--- config.mk ---
export PLATFORM = sky130hd
export DESIGN_NAME = filter_stream_loader
export DESIGN_NICKNAME = d
export VERILOG_FILES = /design/src/rtl/cnn_pkg.sv /design/src/rtl/filter_stream_loader.sv
export SDC_FILE = /design/constraint.sdc
export NUM_CORES = 1
export LEC_CHECK = 0
export ABC_AREA = 0
export CELL_PAD_IN_SITES_DETAIL_PLACEMENT = 1
export CELL_PAD_IN_SITES_GLOBAL_PLACEMENT = 1
export CORE_MARGIN = 10
export CORE_UTILIZATION = 40
export CTS_CLUSTER_DIAMETER = 200
export DETAILED_ROUTE_END_ITERATION = 10
export GPL_ROUTABILITY_DRIVEN = 0
export PLACE_DENSITY_LB_ADDON = 0.25
export RECOVER_POWER = 25
export SYNTH_ARGS = -nofsm -noshare
export SYNTH_HDL_FRONTEND = slang
export SYNTH_SLANG_ARGS = --single-unit
--- constraint.sdc ---
create_clock -name clk -period 2.9 [get_ports clk]
set_clock_uncertainty 0.05 [all_clocks]
set_input_delay 0.435 -clock clk [delete_from_list [all_inputs] [get_ports clk]]
set_output_delay 0.435 -clock clk [all_outputs]
set_load 0.01 [all_outputs]
--- src/rtl/cnn_pkg.sv ---
// Shared CNN datapath types: weight format, loader state encoding and default filter size.
package cnn_pkg;

  localparam int DATA_W    = 16;
  localparam int K_DEFAULT = 5;

  typedef logic signed [DATA_W-1:0] weight_t;

  typedef enum logic [2:0] {
    IDLE,
    FILL,
    STROBE,
    RELEASE,
    DONE
  } loader_state_e;

endpackage

--- src/rtl/filter_stream_loader.sv ---
// Assembles a KxK filter from a row-major weight stream and commits it to the
// filter buffer through its read/finish handshake, with an acknowledge timeout.
//
// state   | meaning
// IDLE    | waiting for start; filter_out holds the last filter
// FILL    | accepting stream words into filter_out[row][col]
// STROBE  | buf_read high, waiting for buf_finish to rise
// RELEASE | buf_read low, waiting for buf_finish to fall
// DONE    | one-cycle done pulse, then back to IDLE
module filter_stream_loader #(
  parameter int K       = cnn_pkg::K_DEFAULT,
  parameter int DATA_W  = cnn_pkg::DATA_W,
  parameter int TIMEOUT = 64
) (
  input  logic                             clk,
  input  logic                             rst_n,
  input  logic                             start,
  input  logic                             in_valid,
  output logic                             in_ready,
  input  logic signed [DATA_W-1:0]         in_data,
  output logic [K-1:0][K-1:0][DATA_W-1:0]  filter_out,
  output logic                             buf_read,
  input  logic                             buf_finish,
  output logic                             busy,
  output logic                             done,
  output logic                             err
);
  import cnn_pkg::loader_state_e;
  import cnn_pkg::IDLE;
  import cnn_pkg::FILL;
  import cnn_pkg::STROBE;
  import cnn_pkg::RELEASE;
  import cnn_pkg::DONE;

  localparam int CW     = (K > 1) ? $clog2(K) : 1;
  localparam int WAIT_W = $clog2(TIMEOUT + 1);
  localparam logic [CW-1:0]     IDX_LAST  = CW'(K - 1);
  localparam logic [WAIT_W-1:0] WAIT_LOAD = WAIT_W'(TIMEOUT - 1);

  loader_state_e                      r_state;
  logic [CW-1:0]                      r_row;
  logic [CW-1:0]                      r_col;
  logic [K-1:0][K-1:0][DATA_W-1:0]    r_filter;
  logic                               r_in_ready;
  logic                               r_buf_read;
  logic                               r_busy;
  logic                               r_done;
  logic                               r_err;
  logic [WAIT_W-1:0]                  r_wait;

  logic w_accept;
  logic w_last;
  logic w_waiting;
  logic w_wait_tc;

  assign w_accept  = in_valid && r_in_ready;
  assign w_last    = (r_row == IDX_LAST) && (r_col == IDX_LAST);
  assign w_waiting = ((r_state == STROBE) && !buf_finish) ||
                     ((r_state == RELEASE) && buf_finish);
  assign w_wait_tc = (r_wait == '0);

  // Down-counter reloads whenever the FSM is not stuck waiting, so every
  // entry into STROBE or RELEASE starts a fresh TIMEOUT-cycle window.
  always_ff @(posedge clk or negedge rst_n) begin
    if (!rst_n) begin
      r_wait <= WAIT_LOAD;
    end else if (w_waiting && !w_wait_tc) begin
      r_wait <= r_wait - 1'b1;
    end else begin
      r_wait <= WAIT_LOAD;
    end
  end

  always_ff @(posedge clk or negedge rst_n) begin
    if (!rst_n) begin
      r_state    <= IDLE;
      r_row      <= '0;
      r_col      <= '0;
      r_filter   <= '0;
      r_in_ready <= 1'b0;
      r_buf_read <= 1'b0;
      r_busy     <= 1'b0;
      r_done     <= 1'b0;
      r_err      <= 1'b0;
    end else begin
      r_done <= 1'b0;
      case (r_state)
        IDLE: begin
          if (start) begin
            r_state    <= FILL;
            r_row      <= '0;
            r_col      <= '0;
            r_err      <= 1'b0;
            r_in_ready <= 1'b1;
            r_busy     <= 1'b1;
          end
        end
        FILL: begin
          if (w_accept) begin
            r_filter[r_row][r_col] <= in_data;
            if (w_last) begin
              r_state    <= STROBE;
              r_in_ready <= 1'b0;
              r_buf_read <= 1'b1;
              r_row      <= '0;
              r_col      <= '0;
            end else if (r_col == IDX_LAST) begin
              r_col <= '0;
              r_row <= r_row + 1'b1;
            end else begin
              r_col <= r_col + 1'b1;
            end
          end
        end
        STROBE: begin
          if (buf_finish) begin
            r_state    <= RELEASE;
            r_buf_read <= 1'b0;
          end else if (w_wait_tc) begin
            r_state    <= IDLE;
            r_buf_read <= 1'b0;
            r_busy     <= 1'b0;
            r_err      <= 1'b1;
          end
        end
        RELEASE: begin
          if (!buf_finish) begin
            r_state <= DONE;
            r_done  <= 1'b1;
          end else if (w_wait_tc) begin
            r_state <= IDLE;
            r_busy  <= 1'b0;
            r_err   <= 1'b1;
          end
        end
        DONE: begin
          r_state <= IDLE;
          r_busy  <= 1'b0;
        end
        default: begin
          r_state    <= IDLE;
          r_in_ready <= 1'b0;
          r_buf_read <= 1'b0;
          r_busy     <= 1'b0;
        end
      endcase
    end
  end

  assign filter_out = r_filter;
  assign in_ready   = r_in_ready;
  assign buf_read   = r_buf_read;
  assign busy       = r_busy;
  assign done       = r_done;
  assign err        = r_err;

endmodule

==> impl_metrics.py, run 1 <==
metrics = {
    "status": {
        "outcome": "finished with violations",
        "failed_checks": "max-capacitance violations, max-slew violations",
    },
    "timing": {
        "setup_ws_ns": 0.339,
        "max_fclk_mhz": 390,
        "worst_slew_margin_rel": -0.323,
        "finalCritPeriodShare": 0.883,
        "setup_viol": 0,
        "final-max-slew-violation-count": 64,
        "fin_setup_tns_ns": 0,
        "time_the_final_worst_path_needs_with_i_o_delays_and_setup_ns": 2.56,
        "rsz0062_at_grt": "false",
        "final_hold_viol_count": 0,
        "max_slew.worst_pin.slew_ns": 1.98,
    },
    "worst_setup_path": {
        "capturing_element_type_of_the_critical_path": "flip-flop",
        "critical_path_arrival_ns": 2.95,
        "critical_path.reg2reg.endpoint": "filter_out[275]",
        "ff2ff_path_depth": 4,
        "timing.critical_path.from_type": "flip-flop",
        "r2r_slack_ns": 0.34,
        "startpoint_of_the_lowest_slack_register_to_register_path": "r_row[2]",
        "setup.worst_path.class": "reg2reg",
        "crit_path_max_fanout": 16,
        "cp_data_required_time_ns": 3.28,
    },
    "pwr": {
        "cellPowerDensity_nw_per_um2": 1080,
        "comb_power_share": 0.379,
        "power.internal_w": 0.0173,
        "post-layout-total-power_w": 0.0250,
        "power_frac_seq": 0.372,
        "switching_share": 0.308,
        "clock_power_share": 0.249,
        "ir_drop_worst_case_vdd_mv": 0.665,
        "leakage_nw": 10.7,
        "p_switching_w": 0.00770,
    },
    "placement": {
        "dp.cells": 1971,
        "io_buffers": 425,
        "dp.final_hpwl_mm": 38.7,
        "place_ws_ns": 0.350,
    },
    "route": {
        "avgViaCountPerCell": 5.20,
        "route.final.wire_length_mm": 55.7,
        "post_detailed_route_wirelength_per_cell_um": 27.1,
        "detail_route.first_pass.iterations": 4,
        "drcViolationCount": 0,
        "drtIter0Drc": 479,
        "ant_nets": 0,
        "vias": 10700,
    },
    "clocking": {
        "tritoncts_num_sinks": 421,
        "tritoncts": "built",
        "cts.clk_slew.worst_paths_ns": 0.06,
        "insertion_delay_ns": 0.56,
        "max_root_sink_buffers": 3,
        "clock_tree.root_cell": "sky130_fd_sc_hd__clkbuf_16",
        "numCtsBuffers": 45,
        "clock_tree.htree_level_count": 2,
        "postCtsSetupRepairBufs": 0,
    },
    "synthesis": {
        "synth.yosys.seq_area_share": 0.639,
        "mappedNetlistNets": 1057,
        "synth_top_area_frac": 0.630,
        "yosys-top-cells-area": "sky130_fd_sc_hd__dfrtp_1 (63%), sky130_fd_sc_hd__mux2_2 (25%), sky130_fd_sc_hd__mux2_4 (2.7%)",
        "ys_ff_latch": 421,
        "synth_area_um2": 16500,
        "yosysWarningCount": 0,
        "async_flop_share": 1.00,
        "synth_cells": 1030,
        "number_of_synthesized_flops_with_an_enable_pin": 0,
        "synthDistinctLibCells": 47,
        "synth_area_per_cell_um2": 16.0,
        "yosysTopAreaCell": "sky130_fd_sc_hd__dfrtp_1",
        "primary_flip_flop_cell_chosen_by_synthesis_mapping": "sky130_fd_sc_hd__dfrtp_1",
    },
    "layout": {
        "insertedDiodeCount": 0,
        "final_nets": 1514,
        "filler_cell_count": 3891,
        "areaGrowthSynthToFinish_pct": 40.6,
        "layoutNonFillerInstCount": 2055,
        "drive_above_1_share": 0.366,
    },
    "global_routing": {
        "grt_pass1_vias": 11900,
        "grt_max_degree": 76,
        "grt_antenna_before_repair": 1,
        "first_pass_grt_wire_length_mm": 82.6,
        "overflow": 0,
        "total_global_route_track_usage": 0.219,
    },
    "floorplan": {
        "num_rows": 74,
        "floorplan.initialDensity": 0.404,
        "io-pin-count": 426,
        "design.die.area_um2": 49800,
        "floorplan.die.height_um": 223,
        "core_um2": 40800,
        "die_width_um": 223,
    },
    "hold_path": {
        "hold_depth": 1,
        "timing.hold.worst_endpoint": "r_wait[0]",
        "holdCritPathClass": "reg2reg",
        "holdCritStartpoint": "r_wait[0]",
    },
    "flow_run": {
        "count_of_maximum_capacitance_violations": 1,
    },
}
worst max-delay path by stage:
stage                     startpoint         endpoint  slack (ns)
final                       r_row[2]  filter_out[275]        0.34
after global routing           rst_n  filter_out[270]        0.20
after CTS                   r_row[2]  filter_out[273]        0.34
after detailed placement    in_valid  filter_out[100]        0.35
after global placement    r_state[2]  filter_out[275]        0.41
after floorplan           r_state[1]  filter_out[245]        0.69
synth_stat cells (all sizes together), types with 3 or more instances:
library cell and n:
dfstp 6, or4b 4, nor4bb 4, mux2 400
nand3 8, dfrtp 415, nand2 10, nor3b 6
nor4 6, o311ai 5, nand4 21, clkbuf 54
o21ai 4, nor2b 5, o31ai 5, inv 9
nor2 5, nand2b 3, buf 22, ha 6
repair_timing:
action	CTS	global route
hold endpoints to repair	57	0
resized for setup	0	0
hold buffers	1	0
cell type report:
class | instances | area, um^2 | share of cell area
tap | 532 | 666 | 0.0287
sequential | 421 | 10500 | 0.454
multi-input combinational | 524 | 5570 | 0.240
timing repair buffer | 486 | 4750 | 0.205
clock buffer | 70 | 1430 | 0.0618
inverter | 9 | 33.8 | 0.00146
clock inverter | 13 | 204 | 0.00879
cell usage in the layout (no fill, tap or decap), types with 6 or more instances in the layout:
cell / n
sky130_fd_sc_hd__clkdlybuf4s50_1: 424
sky130_fd_sc_hd__dfstp_2: 6
sky130_fd_sc_hd__clkbuf_1: 6
sky130_fd_sc_hd__mux2_4: 30
sky130_fd_sc_hd__mux2_2: 370
sky130_fd_sc_hd__nand2_1: 10
sky130_fd_sc_hd__clkbuf_16: 47
sky130_fd_sc_hd__ha_1: 6
sky130_fd_sc_hd__dfrtp_1: 415
sky130_fd_sc_hd__clkbuf_8: 17
sky130_fd_sc_hd__buf_4: 52
sky130_fd_sc_hd__inv_1: 9
sky130_fd_sc_hd__nand4_1: 21
sky130_fd_sc_hd__nand3_1: 8
power by group through the flow:
stage	Combinational (W)	Clock [W]	Sequential, W
final	0.00948	0.00623	0.00932
after floorplan	0.00293	0	0.0101
after CTS	0.00964	0.00640	0.00933
after global routing	0.0100	0.00664	0.00959
after detailed placement	0.00954	0	0.00938
after global placement	0.00936	0	0.00924
flip-flops by register name (all words and copies together) (netlist names), 3 cells and up:
| signal | cells |
|---|---|
| filter_out | 400 |
| r_wait | 7 |
| r_col | 3 |
| r_row | 3 |
| r_state | 3 |
worst max-delay path: stages, from the launching register on:
cell                      delay, ns
sky130_fd_sc_hd__dfrtp_1       0.55
sky130_fd_sc_hd__or4b_1        0.78
sky130_fd_sc_hd__nor4_4        0.33
sky130_fd_sc_hd__buf_4         0.35
sky130_fd_sc_hd__mux2_2        0.37
stage by stage:
| stage | area [um^2] | hold slack, ns | utilization |
|---|---|---|---|
| 4_1_cts | 23200 | 0.387 | 0.569 |
| 5_1_grt | 23200 | 0.451 | 0.568 |
| 2_1_floorplan | 16500 | 0.0894 | - |
| 6_report | 23200 | 0.424 | 0.568 |
| 3_5_place_dp | 21600 | 0.400 | 0.528 |
| 3_3_place_gp | 21600 | 0.389 | 0.528 |
layer usage:
metal,GRT usage,up-vias,share of wire
met5,0,-,0
met4,0.0626,0,0.023
met3,0.0889,59,0.092
met2,0.362,336,0.49
met1,0.256,5698,0.39
li1,-,4596,-
logic make-up after synthesis:
family,count (synthesis),synth area share
flops,421,0.639
simple gates,88,0.0390
mux,402,0.281
buf+inv,85,0.0234
xor+xnor,4,0.00212
compound gates,24,0.0108
fa+ha+maj,6,0.00455
(Power assumes the default switching activity.)
==> inputs of run 2 (changes only) <==
TNS_END_PERCENT = 100   (was unset)
==> results of run 2 <==
Final layout, timing and power as in run 1 (identical DEF).
==> inputs of run 3 (changes only) <==
CTS_CLUSTER_DIAMETER = 60   (was 200)
==> run 3 against run 2 <==
  * The flow still finishes with violations (max-capacitance violations, max-slew violations)
  * Routed wire length fell by 0.66%
  * Non-clock buffer count did not move
  * Via count fell by 0.63%
  * Critical path depth did not move
  * Sequential power barely moved
  * Register-to-register slack barely moved
  * Cell count barely moved
  * Design area fell by 0.10%
==> impl_metrics.py, run 3 (synthesis gave the netlist of run 1 again) <==
metrics = {
    "layout": {
        "largest_reg_flops": 400,
        "drive_above_1_share": 0.365,
        "final_nets": 1515,
        "areaGrowthSynthToFinish_pct": 40.5,
        "mostFrequentLayoutCell": "sky130_fd_sc_hd__clkdlybuf4s50_1",
        "final_core_util": 0.568,
        "insertedDiodeCount": 0,
        "final_cell_mix": "sky130_fd_sc_hd__clkdlybuf4s50_1 (424), sky130_fd_sc_hd__dfrtp_1 (415), sky130_fd_sc_hd__mux2_2 (370)",
        "post-route-cell-area_um2": 23200,
        "layoutNonFillerInstCount": 2056,
    },
    "flow_run": {
        "count_of_maximum_capacitance_violations": 1,
    },
    "route": {
        "avgViaCountPerCell": 5.17,
        "wl_met1_mm": 22.0,
        "top_layer_used": "met4",
        "route.final.wire_length_mm": 55.4,
        "drcViolationCount": 0,
        "ant_nets": 0,
        "detail_route.first_pass.iterations": 4,
        "drtIter0Drc": 548,
        "post_detailed_route_wirelength_per_cell_um": 26.9,
        "routed-wl-met3_mm": 4.89,
        "vias": 10600,
        "detailroute.wirelength.met2_mm": 27.1,
    },
    "pwr": {
        "leakage_nw": 10.7,
        "ir_drop_worst_case_vdd_mv": 0.670,
        "cellPowerDensity_nw_per_um2": 1070,
    },
    "status": {
        "failed_checks": "max-capacitance violations, max-slew violations",
        "outcome": "finished with violations",
    },
    "clocking": {
        "max_root_sink_buffers": 3,
        "tritoncts_num_sinks": 421,
        "postCtsSetupRepairBufs": 0,
        "tritoncts": "built",
        "clock_tree.root_cell": "sky130_fd_sc_hd__clkbuf_16",
        "numCtsBuffers": 46,
        "clock_tree.htree_level_count": 2,
        "cts.clk_slew.worst_paths_ns": 0.06,
        "insertion_delay_ns": 0.56,
    },
    "placement": {
        "dp.final_hpwl_mm": 38.7,
        "detailed_place.area_um2": 21600,
        "dp.cells": 1971,
        "place_ws_ns": 0.350,
        "io_buffers": 425,
    },
    "floorplan": {
        "design.die.area_um2": 49800,
        "core_um2": 40800,
        "die_width_um": 223,
        "floorplan.initialDensity": 0.404,
        "num_rows": 74,
        "io-pin-count": 426,
        "floorplan.die.height_um": 223,
    },
    "global_routing": {
        "grt_pass1_vias": 11900,
        "first_pass_grt_wire_length_mm": 82.3,
        "total_global_route_track_usage": 0.218,
        "grt_max_degree": 76,
        "overflow": 0,
        "grt_antenna_before_repair": 0,
    },
    "worst_setup_path": {
        "crit_path_max_fanout": 16,
        "timing.critical_path.from_type": "flip-flop",
        "capturing_element_type_of_the_critical_path": "flip-flop",
        "critical_path_arrival_ns": 2.95,
        "cp_data_required_time_ns": 3.29,
        "setup.worst_path.class": "reg2reg",
        "r2r_slack_ns": 0.34,
    },
    "timing": {
        "fin_setup_tns_ns": 0,
        "max_fclk_mhz": 390,
        "setup_viol": 0,
        "rsz0062_at_grt": "false",
        "final-max-slew-violation-count": 64,
        "max_slew.worst_pin.slew_ns": 1.97,
        "worst_slew_margin_rel": -0.314,
        "finalCritPeriodShare": 0.884,
        "setup_ws_ns": 0.336,
        "time_the_final_worst_path_needs_with_i_o_delays_and_setup_ns": 2.56,
        "final_hold_viol_count": 0,
    },
    "hold_path": {
        "holdCritPathClass": "reg2reg",
    },
}
-- run 3: cell types whose count changed in the layout (fill, tap and decap cells not counted), sizes merged --
cell / previous run / this run
bufinv: 5 / 3
clkinv: 5 / 7
clkbuf: 75 / 76
clkinvlp: 1 / 0
inv: 11 / 12
-- run 3: cell type report --
type / count / area (um^2)
Fill cell: 3908 / 17700
Sequential cell: 421 / 10500
Multi-Input combinational cell: 524 / 5570
Timing Repair Buffer: 486 / 4750
Clock buffer: 71 / 1460
Tap cell: 532 / 666
Clock inverter: 13 / 155
Inverter: 9 / 33.8
-- run 3: metal layers --
layer | up-vias | GRT usage
li1 | 4592 | -
met4 | 0 | 0.0643
met3 | 66 | 0.0860
met1 | 5645 | 0.257
met5 | - | 0
met2 | 319 | 0.360
-- run 3: metrics by stage --
stage	hold slack, ns	total power, W
2_1_floorplan	0.0894	0.0130
3_3_place_gp	0.389	0.0186
3_5_place_dp	0.400	0.0189
4_1_cts	0.388	0.0252
5_1_grt	0.450	0.0262
6_report	0.426	0.0249
-- run 3: final timing paths --
| kind | end | from | cells after the start |
|---|---|---|---|
| min reg2reg | r_wait[0] | r_wait[0] | 1 |
| max | filter_out[275] | r_row[2] | 4 |
| max reg2reg | filter_out[275] | r_row[2] | 4 |
| max in group asynchronous | filter_out[299] | rst_n | 3 |
| min | r_wait[0] | r_wait[0] | 1 |
| min in group asynchronous | filter_out[49] | rst_n | 2 |
-- run 3: critical path, stage by stage, from the launching register on --
cell and delay, ns:
sky130_fd_sc_hd__dfrtp_1 0.56, sky130_fd_sc_hd__or4b_1 0.79, sky130_fd_sc_hd__nor4_4 0.33, sky130_fd_sc_hd__buf_4 0.34, sky130_fd_sc_hd__mux2_2 0.37
-- run 3: power by group --
group / internal (W) / switching, W
clock: 0.00373 / 0.00239
combinational: 0.00549 / 0.00398
sequential: 0.00800 / 0.00132
-- run 3: what timing repair did --
action	4_1_cts	5_1_grt
resized for setup	0	0
hold endpoints to repair	57	0
hold buffers	1	0
